### src/rtl/fetch_pkg.sv
// Shared constants for the instruction fetch path: word sizes, PC stride and
// default parameter values used by fetch_unit and fetch_queue.
package fetch_pkg;

  localparam int INSTR_W    = 32;
  localparam int PC_STEP    = 4;
  localparam int DEF_XLEN   = 32;
  localparam int DEF_QDEPTH = 2;
  localparam logic [63:0] DEF_RESET_PC = 64'h0;

  // Width needed to hold an occupancy count of 0..depth inclusive.
  function automatic int cnt_w(input int depth);
    return $clog2(depth) + 1;
  endfunction

endpackage

### src/rtl/fetch_queue.sv
// Synchronous FIFO holding fetched {pc, instr} pairs between fetch and decode.
// A flush empties it at the next edge and overrides any push/pop that cycle.
module fetch_queue
  import fetch_pkg::*;
#(
  parameter int WIDTH = 64,
  parameter int DEPTH = 2
) (
  input  logic                      clk,
  input  logic                      rst,
  input  logic                      flush_i,
  input  logic                      push_i,
  input  logic [WIDTH-1:0]          push_data_i,
  input  logic                      pop_i,
  output logic [WIDTH-1:0]          pop_data_o,
  output logic [cnt_w(DEPTH)-1:0]   count_o
);

  localparam int AW = $clog2(DEPTH);
  localparam int CW = cnt_w(DEPTH);
  localparam logic [CW-1:0] FULL = CW'(DEPTH);

  logic [WIDTH-1:0] mem_q [DEPTH];
  logic [AW-1:0]    wr_ptr_q, wr_ptr_d;
  logic [AW-1:0]    rd_ptr_q, rd_ptr_d;
  logic [CW-1:0]    count_q, count_d;
  logic             do_push, do_pop;

  assign do_push = push_i && !flush_i;
  assign do_pop  = pop_i && !flush_i && (count_q != '0);

  always_comb begin
    wr_ptr_d = wr_ptr_q;
    rd_ptr_d = rd_ptr_q;
    count_d  = count_q;
    if (flush_i) begin
      wr_ptr_d = '0;
      rd_ptr_d = '0;
      count_d  = '0;
    end else begin
      if (do_push) wr_ptr_d = wr_ptr_q + 1'b1;
      if (do_pop)  rd_ptr_d = rd_ptr_q + 1'b1;
      case ({do_push, do_pop})
        2'b10:   count_d = count_q + 1'b1;
        2'b01:   count_d = count_q - 1'b1;
        default: count_d = count_q;
      endcase
    end
  end

  always_ff @(posedge clk or posedge rst) begin
    if (rst) begin
      wr_ptr_q <= '0;
      rd_ptr_q <= '0;
      count_q  <= '0;
    end else begin
      wr_ptr_q <= wr_ptr_d;
      rd_ptr_q <= rd_ptr_d;
      count_q  <= count_d;
    end
  end

  // Storage needs no reset: nothing is read out unless count says it was written.
  always_ff @(posedge clk) begin
    if (do_push) mem_q[wr_ptr_q] <= push_data_i;
  end

  assign pop_data_o = (count_q != '0) ? mem_q[rd_ptr_q] : '0;
  assign count_o    = count_q;

  a_no_overflow: assert property (@(posedge clk) disable iff (rst)
    !(do_push && !do_pop && (count_q == FULL)));

  a_count_bound: assert property (@(posedge clk) disable iff (rst)
    count_q <= FULL);

endmodule

### src/rtl/fetch_unit.sv
// Instruction fetch front end: issues sequential reads from fpc, keeps at most
// one read in flight, and buffers returned words for decode; branches redirect.
module fetch_unit
  import fetch_pkg::*;
#(
  parameter int              XLEN     = DEF_XLEN,
  parameter logic [XLEN-1:0] RESET_PC = DEF_RESET_PC[XLEN-1:0],
  parameter int              QDEPTH   = DEF_QDEPTH
) (
  input  logic               clk,
  input  logic               rst,
  input  logic               br_taken_i,
  input  logic [XLEN-1:0]    br_addr_i,
  output logic               imem_req_o,
  output logic [XLEN-1:0]    imem_addr_o,
  input  logic [INSTR_W-1:0] imem_rdata_i,
  output logic               out_valid_o,
  input  logic               out_ready_i,
  output logic [XLEN-1:0]    out_pc_o,
  output logic [INSTR_W-1:0] out_instr_o
);

  localparam int CW = cnt_w(QDEPTH);
  localparam logic [CW:0]     QD_LIM     = (CW + 1)'(QDEPTH);
  localparam logic [XLEN-1:0] ALIGN_MASK = ~XLEN'(PC_STEP - 1);
  localparam logic [XLEN-1:0] STEP       = XLEN'(PC_STEP);

  logic [XLEN-1:0] fpc_q, fpc_d;
  logic [XLEN-1:0] req_pc_q, req_pc_d;
  logic            inflight_q, inflight_d;

  logic [CW-1:0]           q_count;
  logic [CW:0]             credit_used;
  logic [XLEN+INSTR_W-1:0] q_head;
  logic                    req, push, pop;

  // Credit uses start-of-cycle occupancy, so a pop frees space only next cycle.
  assign credit_used = {1'b0, q_count} + {{CW{1'b0}}, inflight_q};
  assign req         = !rst && !br_taken_i && (credit_used < QD_LIM);

  always_comb begin
    fpc_d      = fpc_q;
    req_pc_d   = req_pc_q;
    inflight_d = req;
    if (br_taken_i) begin
      fpc_d = br_addr_i & ALIGN_MASK;
    end else if (req) begin
      fpc_d    = fpc_q + STEP;
      req_pc_d = fpc_q;
    end
  end

  always_ff @(posedge clk or posedge rst) begin
    if (rst) begin
      fpc_q      <= RESET_PC;
      req_pc_q   <= '0;
      inflight_q <= 1'b0;
    end else begin
      fpc_q      <= fpc_d;
      req_pc_q   <= req_pc_d;
      inflight_q <= inflight_d;
    end
  end

  // A redirect drops the returning word and ignores decode's accept that cycle.
  assign push = inflight_q && !br_taken_i;
  assign pop  = out_valid_o && out_ready_i && !br_taken_i;

  fetch_queue #(
    .WIDTH (XLEN + INSTR_W),
    .DEPTH (QDEPTH)
  ) u_queue (
    .clk         (clk),
    .rst         (rst),
    .flush_i     (br_taken_i),
    .push_i      (push),
    .push_data_i ({req_pc_q, imem_rdata_i}),
    .pop_i       (pop),
    .pop_data_o  (q_head),
    .count_o     (q_count)
  );

  assign imem_req_o  = req;
  assign imem_addr_o = fpc_q;
  assign out_valid_o = (q_count != '0);
  assign out_pc_o    = q_head[XLEN+INSTR_W-1:INSTR_W];
  assign out_instr_o = q_head[INSTR_W-1:0];

  a_no_req_on_redirect: assert property (@(posedge clk) disable iff (rst)
    br_taken_i |-> !imem_req_o);

endmodule

### config.mk
export PLATFORM = sky130hd
export DESIGN_NAME = fetch_unit
export DESIGN_NICKNAME = d
export VERILOG_FILES = /design/src/rtl/fetch_pkg.sv /design/src/rtl/fetch_queue.sv /design/src/rtl/fetch_unit.sv
export SDC_FILE = /design/constraint.sdc
export NUM_CORES = 1
export LEC_CHECK = 0
export BUFFER_PORTS_ARGS = -buffer_cell sky130_fd_sc_hd__buf_2
export CORE_ASPECT_RATIO = 1.4
export CORE_MARGIN = 2
export CORE_UTILIZATION = 61
export CTS_BUF_LIST = sky130_fd_sc_hd__clkbuf_4 sky130_fd_sc_hd__clkbuf_8
export CTS_CLUSTER_DIAMETER = 200
export DETAILED_ROUTE_END_ITERATION = 8
export PLACE_DENSITY = 0.88
export SLEW_MARGIN = 20
export SYNTH_ARGS = -nofsm -noshare
export SYNTH_HDL_FRONTEND = slang
export SYNTH_SLANG_ARGS = --single-unit
export TNS_END_PERCENT = 20
### constraint.sdc
create_clock -name clk -period 10.8 [get_ports clk]
set_clock_uncertainty 0.15 [all_clocks]
set_input_delay 2.16 -clock clk [delete_from_list [all_inputs] [get_ports clk]]
set_output_delay 2.16 -clock clk [all_outputs]
set_load 0.02 [all_outputs]
### Yosys cells after proc, flatten, opt, wreduce, memory -nomap -nowiden

Memories as Yosys holds them, arrays and structs flattened.
Index checks and enable logic that the tools add are counted.

* mux-type cells: 11
* eq/ne operators: 2
* $lt $le $gt $ge: 1
* reductions and logical operators: 16
* bitwise operators: 1
* add/subtract/negate cells: 6

Operators by type and width (number)
* $mux W32: 2
* $mux W64: 1
* $add A32 B3 Y32 const B: 1
* $logic_and A1 B1 Y1: 8
* $reduce_bool A2 Y1: 4
* $mux W1: 6
* $pmux W2 S2: 1
* $add A2 B1 Y3: 1
* $lt A3 B2 Y1 const B: 1
* $reduce_bool A3 Y1: 1
* $add A1 B1 Y1 const B: 2
* $add A2 B1 Y2 const B: 1
* $eq A2 B1 Y1 const B: 1
* $eq A2 B2 Y1 const B: 1
* $logic_not A1 Y1: 2
* $mux W2: 1
* $reduce_and A2 Y1: 1
* $sub A2 B1 Y2 const B: 1
* $not A1 Y1: 1

* bits in writable memories: 128
* output and inout bits: 98
* memories kept: 1
* input port bits: 68
* flip-flop bits (word level): 69
* word-level logic and storage cells: 44

Memories
* u_queue.mem_q: words 2, width 64, read ports 1, clocked after memory_dff 0, wr ports 1, line fetch_queue.sv:23 `logic [WIDTH-1:0] mem_q [DEPTH];`

### Longest topological paths before layout

* word-level depth: 8
* mapped depth: 7
* depth with buffers taken out: 5

### By module

From an unflattened synthesis, not the netlist that was laid out.

* cell total of the unflattened synthesis: 628
* area total of the unflattened synthesis: 8040.2 um2

Modules (own cells, without submodules)
* fetch_queue: cells an instance 294, instances 1, sequential area each 3943.8 um2, area each 5062.4 um2
* fetch_unit: cells an instance 334, instances 1, sequential area each 1526.5 um2, area each 2977.9 um2

### Worst setup path before layout

OpenSTA, ideal clock, no wires.

* kind: input to register
* start: in br_taken_i
* end: mem u_queue.mem_q[0][0], enable pin
* path slack: 2.947 ns
* library setup time: 0.571 ns
* path buffers: 2
* data required time: 10.079 ns
* stages on the path: 3
* data arrival time: 7.132 ns
* cell sequence: clkbuf_1 clkbuf_1 nor3b_1

* word-level cells in the longest chain between the ends: 5

RTL lines
* from (decl): line fetch_unit.sv:12 `input logic br_taken_i,`
* $logic_not A1 Y1 (*): line fetch_queue.sv:29, fetch_unit.sv:66
* $logic_and A1 B1 Y1: line fetch_unit.sv:66 `assign push = inflight_q && !br_taken_i;`
* $logic_and A1 B1 Y1 (*): line fetch_queue.sv:29 `assign do_push = push_i && !flush_i;`
* $mux W1 (*): line fetch_queue.sv:65 `if (do_push) mem_q[wr_ptr_q] <= push_data_i;`
* $mux W1 (implied by the code) (*): line fetch_queue.sv:65
* to (decl): line fetch_queue.sv:23

Every way passes the cells marked *; elsewhere a longest branch is shown, timed or not.

### Final worst setup path

* start: in br_taken_i
* end: out imem_req_o

* word-level cells in the longest chain between the ends: 3

RTL lines
* $logic_not A1 Y1: line fetch_unit.sv:39 `assign req = !rst && !br_taken_i && (credit_used < QD_LIM);`
* $logic_and A1 B1 Y1 (2 in a row): line fetch_unit.sv:39
* to (decl): line fetch_unit.sv:14 `output logic imem_req_o,`

Every way passes these cells.

==> reports/results.ini <==
[floorplanning]
die_x_um = 99.65
initial_core_util_pct = 62.84
die-area_sq_um = 13740
die_y_um = 137.9
core_area_sq_um = 12430
rows = 48
ios = 166

[timing]
max_freq_ghz = 0.1530
final.setup.tns_ns = 0
final_hold_viol_count = 0
relSlewSlack_pct = 27.87
period_share_pct = 60.51
tightestPinTransition_ns = 1.082
rsz0062_at_grt = false
period_minus_slack_ns = 6.535
finalSetupViolations = 0
slew_viol_final = 0

[synthesis]
synthTopCellsByCount = edfxtp_1 (124), nand2_1 (116), nor2_1 (77)
synthesis.area_sq_um = 7812
synth-edff-count = 124
synth_largest_area_cell = edfxtp_1
syn_inst = 621
yosysWarningCount = 0
synth.area.mux_share_pct = 8.200
synthTopCellsByArea = edfxtp_1 (48%), dfrtp_1 (21%), mux2i_1 (8.2%), nand2_1 (5.6%), nor2_1 (3.7%)
synth_flop_cell = edfxtp_1
yosys.area_share.simple_pct = 14.01
yosys.cell_count.top_type = edfxtp_1
synth_xor_area_share_pct = 1.570
synth_adder_area_share_pct = 0.1602
synth_compound_area_share_pct = 4.901
synth-seq-cells = 189
seq_area_frac_synth_pct = 68.48
synth_area_per_cell_sq_um = 12.58
synth.top_cell.area_share_pct = 47.66
synth.distinct_cells = 46
synth_top_family_by_area = simple AND/OR/NAND/NOR gates
postSynth.asyncResetShare_pct = 34.39

[route]
finalWirelength_mm = 15.77
ant_nets = 0
wl_per_cell_um = 16.88
drt_iter0_markers = 254
via_count = 5261
drc = 0
via_per_inst = 5.633
first_pass_iters = 5

[worst_setup_path]
reg2reg_depth = 5
critPathRequiredTime_ns = 8.49
crit_path_end_kind = output port
crit_slowest_cell = clkinv_1
r2r_start = imem_addr_o[2]
worst_setup_path_start_kind = input port
crit_path_cell_trace = buf_2, buf_4, a2111o_1, buf_4, clkinv_1, buf_2
r2r-end = imem_addr_o[26]
cp_slowest_stage_delay_ns = 0.71
crit_arrival_ns = 4.23
crit_type = in2out
path_max_fanout = 47
r2r_slack_ns = 8.18

[power_and_ir_drop]
switching_share_pct = 26.30
pwr-share-seq_pct = 57.3
powerDensity_nw_per_um2 = 166.7
p_clk_share_pct = 32.3
p_int_mw = 1.121
ir_worst_vdd_mv = 0.07931
p_leak_nw = 3.687
pwr-share-comb_pct = 10.4
p_switching_mw = 0.4000

[outcome]
status = finished clean

[clock_tree]
cts_hold_buffers = 0
htreeDepth = 4
cts_resized = 0
cts_sinks = 189
postCtsSetupBuffers = 0
cts_tree = yes
clkLatencyLatePin_ns = 0.45
cts-root-buf = clkbuf_8
cts_buffer_depth = 2
cts_inserted_buffers = 17
clkTransAtPathRegs_ns = 0.10

[run]
cap_viol_max_count = 0

[place]
port_buffers = 159
place_congestion = 0.8603
dpl.hpwl_mm = 10.55

[finish]
final_core_utilization_pct = 73.41
area_growth_pct = 16.82
drive_above_1_share_pct = 26.15
fin_nets = 840
diodes = 0

[grt]
grt_pass1_wl_mm = 25.05
antenna_found_initial = 0
grt_overflow = 0
grt_pass1_vias = 5203
grt_max_degree = 64
grt_use_total_pct = 23.44

[min_path]
hold_depth = 0
hold_end = u_queue.mem_q[0][61]
hold_path_startpoint = req_pc_q[29]
hold_path.class = reg2reg

state kept, by name, summed over array words and instances (netlist names):
name and flops:
imem_addr_o 30, u_queue.wr_ptr_q 1, u_queue.rd_ptr_q 1, req_pc_q 30
u_queue.count_o 2, inflight_q 1, u_queue.mem_q 124
metrics by stage:
stage	instance area [sq um]	setup WS, ns	std cells	total power, mW	hold slack (ns)
2_1_floorplan	7824	2.947	624	0.9799	0.2919
3_3_place_gp	8695	4.369	902	1.034	0.3002
3_5_place_dp	8695	4.279	902	1.045	0.3121
4_1_cts	9126	4.280	934	1.530	0.3208
5_1_grt	9126	4.068	934	1.576	0.3399
6_report	9126	4.265	934	1.521	0.3161
critical path: cells and delay by family:
kind            cells  cell delay (ns)
buf+inv             5             1.89
compound gates      1             0.14
worst max-delay path by stage:
stage / start / endpoint / slack [ns] / cells after the start
floorplan: br_taken_i / u_queue.mem_q[0][0] / 2.95 / 3
global placement: br_taken_i / imem_req_o / 4.37 / 6
detailed placement: br_taken_i / imem_req_o / 4.28 / 6
CTS: br_taken_i / imem_req_o / 4.28 / 6
global route: br_taken_i / imem_req_o / 4.07 / 6
finish: br_taken_i / imem_req_o / 4.26 / 6
per-layer routing:
layer	global-route usage, %	part of all wire [%]
met3	3.780	5.0
met2	41.33	53
met4	9.741	2.1
met1	28.94	40
met5	0	0
kinds of logic (layout without fill, tap and decap cells):
logic type	after synthesis	count (layout)
mux	64	64
xor+xnor	14	14
fa+ha+maj	1	1
compound gates	56	56
buf+inv	45	205
simple gates	251	251
flops	189	189
other cells	1	4
cells in the final DEF (no fill, tap or decap), drive strengths merged, types with 2 or more instances in the layout:
cell type / n
inv: 15
nor2: 77
conb: 4
clkbuf: 17
and4: 2
nor4: 8
or4b: 2
nand2: 116
o41ai: 2
o211ai: 4
buf: 165
bufinv: 3
or4: 5
nand4: 9
xnor2: 10
nand3: 10
nor3: 6
edfxtp: 124
dfrtp: 65
or3: 7
o311ai: 4
o31a: 2
a31oi: 9
clkinv: 2
o21ai: 23
xor2: 4
mux2i: 64
and3: 4
clkinvlp: 3
a211oi: 2
o31ai: 2
a311o: 2
final cells by class:
type	instances	area, sq um
clock buffer	17	234.0
clock inverter	15	197.7
fill	848	3306
inverter	8	30.03
multi-input combinational	390	2282
sequential	189	5354
tap	150	187.7
timing repair buffer	165	840.8
power groups by stage:
stage	Clock (mW)	Combinational (mW)	Sequential [mW]
final	0.492	0.158	0.871
after global routing	0.524	0.174	0.878
after CTS	0.499	0.160	0.871
after detailed placement	0	0.159	0.887
after global placement	0	0.153	0.881
after floorplan	0	0.100	0.880
Power figures use the tool's default switching activity.
